--- src/rtl/instru_loader_if.sv ---
// Byte-stream handshake carrying the boot image into the instruction loader.
//   byte_valid : source has a byte on byte_data this cycle
//   byte_data  : byte payload, big-endian within each 32-bit word
//   byte_ready : loader consumes the byte on this cycle if byte_valid is also high
// Modports:
//   master : byte source (host / UART bridge / testbench)
//   slave  : the loader
interface instru_loader_if;
  logic       byte_valid;
  logic [7:0] byte_data;
  logic       byte_ready;

  modport master (
    output byte_valid,
    output byte_data,
    input  byte_ready
  );

  modport slave (
    input  byte_valid,
    input  byte_data,
    output byte_ready
  );
endinterface

--- src/rtl/instru_loader.sv ---
// Boot-time loader for the single-cycle core's instruction memory.
// Collects a big-endian byte stream into 32-bit words and writes them to consecutive word
// slots starting at address 0, keeping the CPU stalled until the requested number of words
// has been written. Once loading completes, the CPU's PC is passed through as the fetch
// address.
// Ports:
//   clk        : system clock, rising edge
//   rst_n      : asynchronous active-low reset
//   start      : one-cycle load request, honoured in IDLE, RUN and ERR
//   word_count : number of words to load, sampled together with start
//   bs         : byte-stream slave (byte_valid, byte_data, byte_ready)
//   pc         : CPU fetch byte address, forwarded to mem_addr in RUN
//   mem_addr   : instruction memory byte address (memory uses addr>>2)
//   mem_we     : one-cycle word write strobe
//   mem_wdata  : assembled word, held between writes
//   cpu_stall  : freezes the CPU whenever the loader is not in RUN
//   done       : high while in RUN
//   error      : high while in ERR (requested length exceeded memory depth)
module instru_loader #(
  parameter int unsigned SIZE_IM = 128,
  parameter int unsigned CNT_W   = 8
) (
  input  logic                 clk,
  input  logic                 rst_n,
  input  logic                 start,
  input  logic [CNT_W-1:0]     word_count,
  instru_loader_if.slave       bs,
  input  logic [31:0]          pc,
  output logic [31:0]          mem_addr,
  output logic                 mem_we,
  output logic [31:0]          mem_wdata,
  output logic                 cpu_stall,
  output logic                 done,
  output logic                 error
);

  localparam logic [CNT_W-1:0] SizeImW = CNT_W'(SIZE_IM);

  typedef enum logic [2:0] {
    StIdle,
    StLoad,
    StWrite,
    StRun,
    StErr
  } state_e;

  state_e             state_q, state_d;
  logic [1:0]         lane_q, lane_d;
  logic [CNT_W-1:0]   cnt_q, cnt_d;
  logic [CNT_W-1:0]   target_q, target_d;
  logic [31:0]        asm_q, asm_d;
  logic [31:0]        wdata_q, wdata_d;
  logic [CNT_W-1:0]   cnt_inc;

  // Word slot address; also the write address during WRITE.
  logic [31:0]        slot_addr;

  assign cnt_inc   = cnt_q + 1'b1;
  assign slot_addr = {{(30 - CNT_W){1'b0}}, cnt_q, 2'b00};

  // State register and datapath registers.
  always_ff @(posedge clk or negedge rst_n) begin
    if (!rst_n) begin
      state_q  <= StIdle;
      lane_q   <= '0;
      cnt_q    <= '0;
      target_q <= '0;
      asm_q    <= '0;
      wdata_q  <= '0;
    end else begin
      state_q  <= state_d;
      lane_q   <= lane_d;
      cnt_q    <= cnt_d;
      target_q <= target_d;
      asm_q    <= asm_d;
      wdata_q  <= wdata_d;
    end
  end

  // Next-state logic.
  always_comb begin
    state_d  = state_q;
    lane_d   = lane_q;
    cnt_d    = cnt_q;
    target_d = target_q;
    asm_d    = asm_q;
    wdata_d  = wdata_q;

    unique case (state_q)
      StIdle, StRun, StErr: begin
        if (start) begin
          if (word_count == '0) begin
            // Empty image: nothing to write, release the CPU right away.
            state_d = StRun;
          end else if (word_count > SizeImW) begin
            state_d = StErr;
          end else begin
            target_d = word_count;
            cnt_d    = '0;
            lane_d   = '0;
            state_d  = StLoad;
          end
        end
      end

      StLoad: begin
        // byte_ready is high throughout LOAD, so byte_valid alone means acceptance.
        if (bs.byte_valid) begin
          unique case (lane_q)
            2'd0: asm_d[31:24] = bs.byte_data;
            2'd1: asm_d[23:16] = bs.byte_data;
            2'd2: asm_d[15:8]  = bs.byte_data;
            2'd3: begin
              asm_d[7:0] = bs.byte_data;
              // Last lane bypasses the assembly register so the word is ready for WRITE.
              wdata_d    = {asm_q[31:8], bs.byte_data};
              state_d    = StWrite;
            end
            default: ;
          endcase
          lane_d = lane_q + 2'd1;
        end
      end

      StWrite: begin
        cnt_d = cnt_inc;
        if (cnt_inc == target_q) begin
          state_d = StRun;
        end else begin
          state_d = StLoad;
        end
      end

      default: state_d = StIdle;
    endcase
  end

  // Outputs decoded from the current state.
  always_comb begin
    bs.byte_ready = 1'b0;
    mem_we        = 1'b0;
    cpu_stall     = 1'b1;
    done          = 1'b0;
    error         = 1'b0;
    mem_addr      = slot_addr;

    unique case (state_q)
      StLoad:  bs.byte_ready = 1'b1;
      StWrite: mem_we = 1'b1;
      StRun: begin
        cpu_stall = 1'b0;
        done      = 1'b1;
        mem_addr  = pc;
      end
      StErr:   error = 1'b1;
      default: ;
    endcase
  end

  assign mem_wdata = wdata_q;

endmodule
--- src/flat_wrapper.sv ---
// flat-port wrapper written by rule: the top's interface ports become plain ports
module instru_loader_flat 
#(
  parameter int unsigned SIZE_IM = 128,
  parameter int unsigned CNT_W   = 8
)
  (clk, rst_n, start, word_count, pc, mem_addr, mem_we, mem_wdata, cpu_stall, done, error, bs_byte_valid, bs_byte_data, bs_byte_ready);
  instru_loader_if bs_i ();
  input  logic clk;
  input  logic rst_n;
  input  logic start;
  input  logic [CNT_W-1:0] word_count;
  input  logic [31:0] pc;
  output logic [31:0] mem_addr;
  output logic mem_we;
  output logic [31:0] mem_wdata;
  output logic cpu_stall;
  output logic done;
  output logic error;
  input wire logic [$bits(bs_i.byte_valid)-1:0] bs_byte_valid;
  input wire logic [$bits(bs_i.byte_data)-1:0] bs_byte_data;
  output wire logic [$bits(bs_i.byte_ready)-1:0] bs_byte_ready;
  assign bs_i.byte_valid = bs_byte_valid;
  assign bs_i.byte_data = bs_byte_data;
  assign bs_byte_ready = bs_i.byte_ready;
  instru_loader #(.SIZE_IM(SIZE_IM), .CNT_W(CNT_W)) u_core (.clk(clk), .rst_n(rst_n), .start(start), .word_count(word_count), .bs(bs_i), .pc(pc), .mem_addr(mem_addr), .mem_we(mem_we), .mem_wdata(mem_wdata), .cpu_stall(cpu_stall), .done(done), .error(error));
endmodule
--- config.mk ---
export PLATFORM = sky130hd
export DESIGN_NAME = instru_loader_flat
export DESIGN_NICKNAME = d
export VERILOG_FILES = /design/src/rtl/instru_loader_if.sv /design/src/rtl/instru_loader.sv /design/src/flat_wrapper.sv
export SDC_FILE = /design/constraint.sdc
export NUM_CORES = 1
export LEC_CHECK = 0
export BUFFER_PORTS_ARGS = -buffer_cell sky130_fd_sc_hd__buf_2
export CAP_MARGIN = 20
export CORE_MARGIN = 2
export CORE_UTILIZATION = 40
export DETAILED_ROUTE_END_ITERATION = 8
export GPL_ROUTABILITY_DRIVEN = 0
export PLACE_DENSITY = 0.66
export REMOVE_ABC_BUFFERS = 1
export SYNTH_ARGS = -nofsm -noshare
export SYNTH_HDL_FRONTEND = slang
export SYNTH_SLANG_ARGS = --single-unit
--- constraint.sdc ---
create_clock -name clk -period 4.1 [get_ports clk]
set_input_delay 0 -clock clk [delete_from_list [all_inputs] [get_ports clk]]
set_output_delay 0 -clock clk [all_outputs]
set_load 0.1 [all_outputs]
; After elaboration in Yosys (flattened, before gate mapping)
; Index checks and enable logic that the tools add are counted.
[word_totals]
reg_bits = 77
output_inout_bits = 69
input_bits = 52
word_cells = 62
[classes]
eq_ne = 13
mux = 22
addsub = 2
n_reduce_logical = 14
bitwise = 2
order_cmp = 1
[op_table]
columns = operator, count
row1 = 2-to-1 mux 32 bit, 1
row2 = 2-to-1 mux 8 bit, 3
row3 = case mux 8 bit (2 select lines), 1
row4 = 2-to-1 mux 3 bit, 5
row5 = AND reduction 3 bit, 5
row6 = 2-to-1 mux 2 bit, 5
row7 = "!= test 2 bit, second input constant", 5
row8 = case mux 3 bit (3 select lines), 1
row9 = "adder 8 x 1 -> 8 bit, second input constant", 1
row10 = equality test 8 bit, 1
row11 = "greater-than comparator 8 bit, second input constant", 1
row12 = logical NOT 8 bit, 1
row13 = AND reduction 4 bit, 2
row14 = "equality test 3 x 2 -> 1 bit, second input constant", 2
row15 = 2-to-1 mux 1 bit, 5
row16 = AND reduction 5 bit, 1
row17 = "equality test 2 bit, second input constant", 2
row18 = case mux 2 bit (2 select lines), 1
row19 = nonzero test 2 bit, 2
row20 = "equality test 3 x 1 -> 1 bit, second input constant", 1
row21 = "equality test 3 bit, second input constant", 1
row22 = logical NOT 3 bit, 1
row23 = OR reduction 3 bit, 1
row24 = "adder 2 x 1 -> 2 bit, second input constant", 1
row25 = 3 further kinds, 4

; Longest topological paths before layout
[depth]
depth_word = 5
mapped_depth = 8
mapped_depth_nobuf = 6

; Worst setup path after synthesis
; OpenSTA, ideal clock, no wires.
[synth_timing]
path_kind = register -> output
from = register u_core.state_q[0]
to = output port mem_addr[8]
arrival_ns = 4.912
stages_incl_launch_ff = 7
t_required_ns = 4.100
path_slack_ns = -0.812
cell_sequence = dfrtp_1 > clkbuf_1 > nand3b_1 > clkbuf_1 > inv_1 > buf_1 > o21ai_0
[synth_via]
elab_chain_len = 2
[synth_rtl]
columns = item, line
row1 = start: declaration, instru_loader.sv:47  ; state_e state_q, state_d;
row2 = start signal: assignment, instru_loader.sv:64  ; state_q <= StIdle;
row3 = start signal: assignment, instru_loader.sv:71  ; state_q <= state_d;
row4 = equality test 3 x 2 -> 1 bit, instru_loader.sv:147  ; unique case (state_q)
row5 = 2-to-1 mux 32 bit, instru_loader.sv:147
row6 = end: declaration, flat_wrapper.sv:14  ; output logic [31:0] mem_addr;
; Every way passes these cells.

; Worst setup path in the final report
[layout_timing]
from = register u_core.state_q[1]
to = output port mem_addr[8]
; Same word-level chain as after synthesis.

==> run_results.csv <==
group,metric,value,unit
route,vias,2730,
final_layout,nets,495,
floorplan,die_height,99.5,µm
final_layout,n_antenna_cell,0,
placed_design,io_buffers,120,
final_layout,layout-drive-gt1-share,46.6,%
global_routing,grt_pass1_wl,13100,µm
timing,tightest_slew,0.957,ns
clock_network,htree_levels,3,
status,status,"complete, no violations",
route,wl_per_cell,14.6,µm
floorplan,die_area,9890,µm²
critical_path,critPathLaunchType,"register",
route,antenna_left,0,
floorplan,ioPinCount,121,
timing,post-route-min-period,2.48,ns
timing,finalHoldViolations,0,
timing,worst_slew_margin_rel,36.2,%
final_layout,post-route-util,53.5,%
clock_network,cts_buffers,9,
placed_design,place_ws,1.95,ns
placed_design,place_area,4340,µm²
logic_synthesis,async_flop_share,100,%
critical_path,end_kind,"output port",
timing,setup_ws,1.62,ns
global_routing,grt_pass1_vias,2741,
final_layout,multi_input_area,1640,µm²
clock_network,cts_setup_buffers,0,
logic_synthesis,seq_area_frac_synth,52.9,%
clock_network,cts.clk_slew.worst_paths,0.07,ns
timing,period_share,60.5,%
timing,slew_viol_final,0,
global_routing,overflow,0,
placed_design,hpwlAfterDp,5720,µm
floorplan,core_region_area,8760,µm²
final_layout,seqCellArea,1930,µm²
logic_synthesis,ys_types,46,
logic_synthesis,synth_edf_count,0,
timing,tns,0,ns
final_layout,n_fill_cell,773,
final_layout,final_area,4690,µm²
clock_network,cts_tree,"done",
global_routing,antenna_found_initial,0,
logic_synthesis,ys_seq_elements,77,
clock_network,clockBufferDepth,2,
logic_synthesis,synthFlopType,"dfrtp_1",
floorplan,die_w,99.5,µm
clock_network,ctsResizeCount,0,
clock_network,insertion_delay,0.34,ns
clock_network,clock-sinks,77,
critical_path,cp_max_fo,34,
clock_network,cts_root_buffer,"clkbuf_8",
logic_synthesis,syn_avg_cell_area,12.0,µm²
logic_synthesis,netlist_area,3640,µm²
timing,setup_violations,0,
global_routing,track_usage,16.8,%
route,via_per_inst,4.96,
timing,clock_skew,0.00989,ns
global_routing,grt_max_degree,78,
timing,rsz0062_at_grt,"no",
critical_path,arrival,2.48,ns
route,drt-total-wl,8050,µm
critical_path,worst-r2r-cell-count,6,
timing,max_freq,403,MHz
final_layout,layout-area-overhead-vs-synth,28.6,%
hold_path,min_path_cells,3,
critical_path,worstSetupPathType,"reg -> out",
floorplan,placementRows,34,
route,drc_errors,0,
route,dr.pass1.iters,4,
logic_synthesis,yosysWarnings,0,
logic_synthesis,synthCells,303,
critical_path,cp.required,4.10,ns
route,first_iter_violations,77,
run,max_cap_violations,0,
floorplan,floorplan.initialDensity,41.6,%
hold_path,hold_class,"in -> reg",
## layout by cell type (no fill, tap or decap), types with 6 or more instances in the layout
master	n
xnor2_1	8
a21oi_1	6
nor2_1	8
clkbuf_8	9
dlygate4sd3_1	17
and2_1	26
buf_2	119
mux2_2	65
dfrtp_1	77
nand2_1	31
inv_1	7
## synthesized netlist by cell type (2+ instances only)
| cell type | instances | area, µm² |
|---|---|---|
| a21oi_1 | 6 | 30.0 |
| o21ai_0 | 5 | 25.0 |
| nor3_1 | 3 | 15.0 |
| nand2b_1 | 2 | 12.5 |
| a211o_1 | 2 | 17.5 |
| nor2b_1 | 2 | 12.5 |
| nand2_1 | 31 | 116 |
| a31oi_1 | 2 | 12.5 |
| xor2_1 | 4 | 35.0 |
| a22o_1 | 3 | 26.3 |
| and3_1 | 3 | 18.8 |
| buf_2 | 6 | 30.0 |
| xnor2_1 | 8 | 70.1 |
| nand3b_1 | 2 | 15.0 |
| nand3_1 | 3 | 15.0 |
| and2_1 | 26 | 163 |
| inv_1 | 7 | 26.3 |
| ha_1 | 5 | 62.6 |
| a21boi_0 | 2 | 15.0 |
| dfrtp_1 | 77 | 1930 |
| mux2_2 | 65 | 732 |
| o22ai_1 | 2 | 12.5 |
| clkbuf_1 | 7 | 26.3 |
| nor2_1 | 8 | 30.0 |
## path summary, 6_finish.rpt
kind / slack (ns) / to / start
min reg2reg: 0.50 / u_core.mem_wdata[20]$_DFFE_PN0P_ / u_core.mem_wdata[20]$_DFFE_PN0P_
max reg2reg: 1.96 / u_core.state_q[1]$_DFFE_PN0P_ / u_core.state_q[1]$_DFFE_PN0P_
min in group asynchronous: 0.35 / u_core.mem_wdata[22]$_DFFE_PN0P_ / rst_n
max in group asynchronous: 3.11 / u_core.lane_q[1]$_DFFE_PN0P_ / rst_n
max: 1.62 / mem_addr[8] / u_core.state_q[1]$_DFFE_PN0P_
min: 0.11 / u_core.state_q[0]$_DFFE_PN0P_ / start
## per-stage QoR
step                hold WS [ns]  instances
finish                     0.107        550
global route               0.116        550
CTS                       0.0823        550
detailed placement         0.211        518
global placement           0.208        518
floorplan                 -0.296        289
## cells by family after synthesis
group           after synthesis  share of synthesized area, %
fa+ha+maj                     5                          1.72
simple gates                 90                          13.1
compound gates               33                          6.97
xor+xnor                     12                          2.88
buf+inv                      21                          2.37
mux                          65                          20.1
flops                        77                          52.9
## metal layers
layer	share of wire [%]	up-vias	global-route usage (%)
met2	48	114	29.6
li1	-	1322	-
met5	0	-	0
met1	43	1285	20.0
met3	8.0	9	4.78
met4	0.96	0	4.74
## registers in the layout, indices dropped and copies added (netlist names)
register / cells
u_core.mem_wdata: 32
u_core.lane_q: 2
u_core.cnt_q: 8
u_core.asm_q: 24
u_core.target_q: 8
u_core.state_q: 3
## critical path, cell delays in order (launching register included)
cell	delay (ns)
dfrtp_1	0.49
nand3b_1	0.36
inv_1	0.64
nand2_1	0.11
o21ai_0	0.09
buf_2	0.45
## what timing repair did
action,in CTS,in global routing
hold buffers,17,0
endpoints found under the hold margin,117,0
endpoints found under the setup margin,0,0
## area by class of cell
type / count / area share [%]
Tap cell: 108 / 2.88
Clock inverter: 4 / 1.07
Timing Repair Buffer: 138 / 16.7
Clock buffer: 11 / 2.80
Sequential cell: 77 / 41.1
Inverter: 7 / 0.561
Multi-Input combinational cell: 205 / 34.9
Power is not shown: default switching activity piles up to over one toggle a cycle in this logic, so the estimate is an artifact.
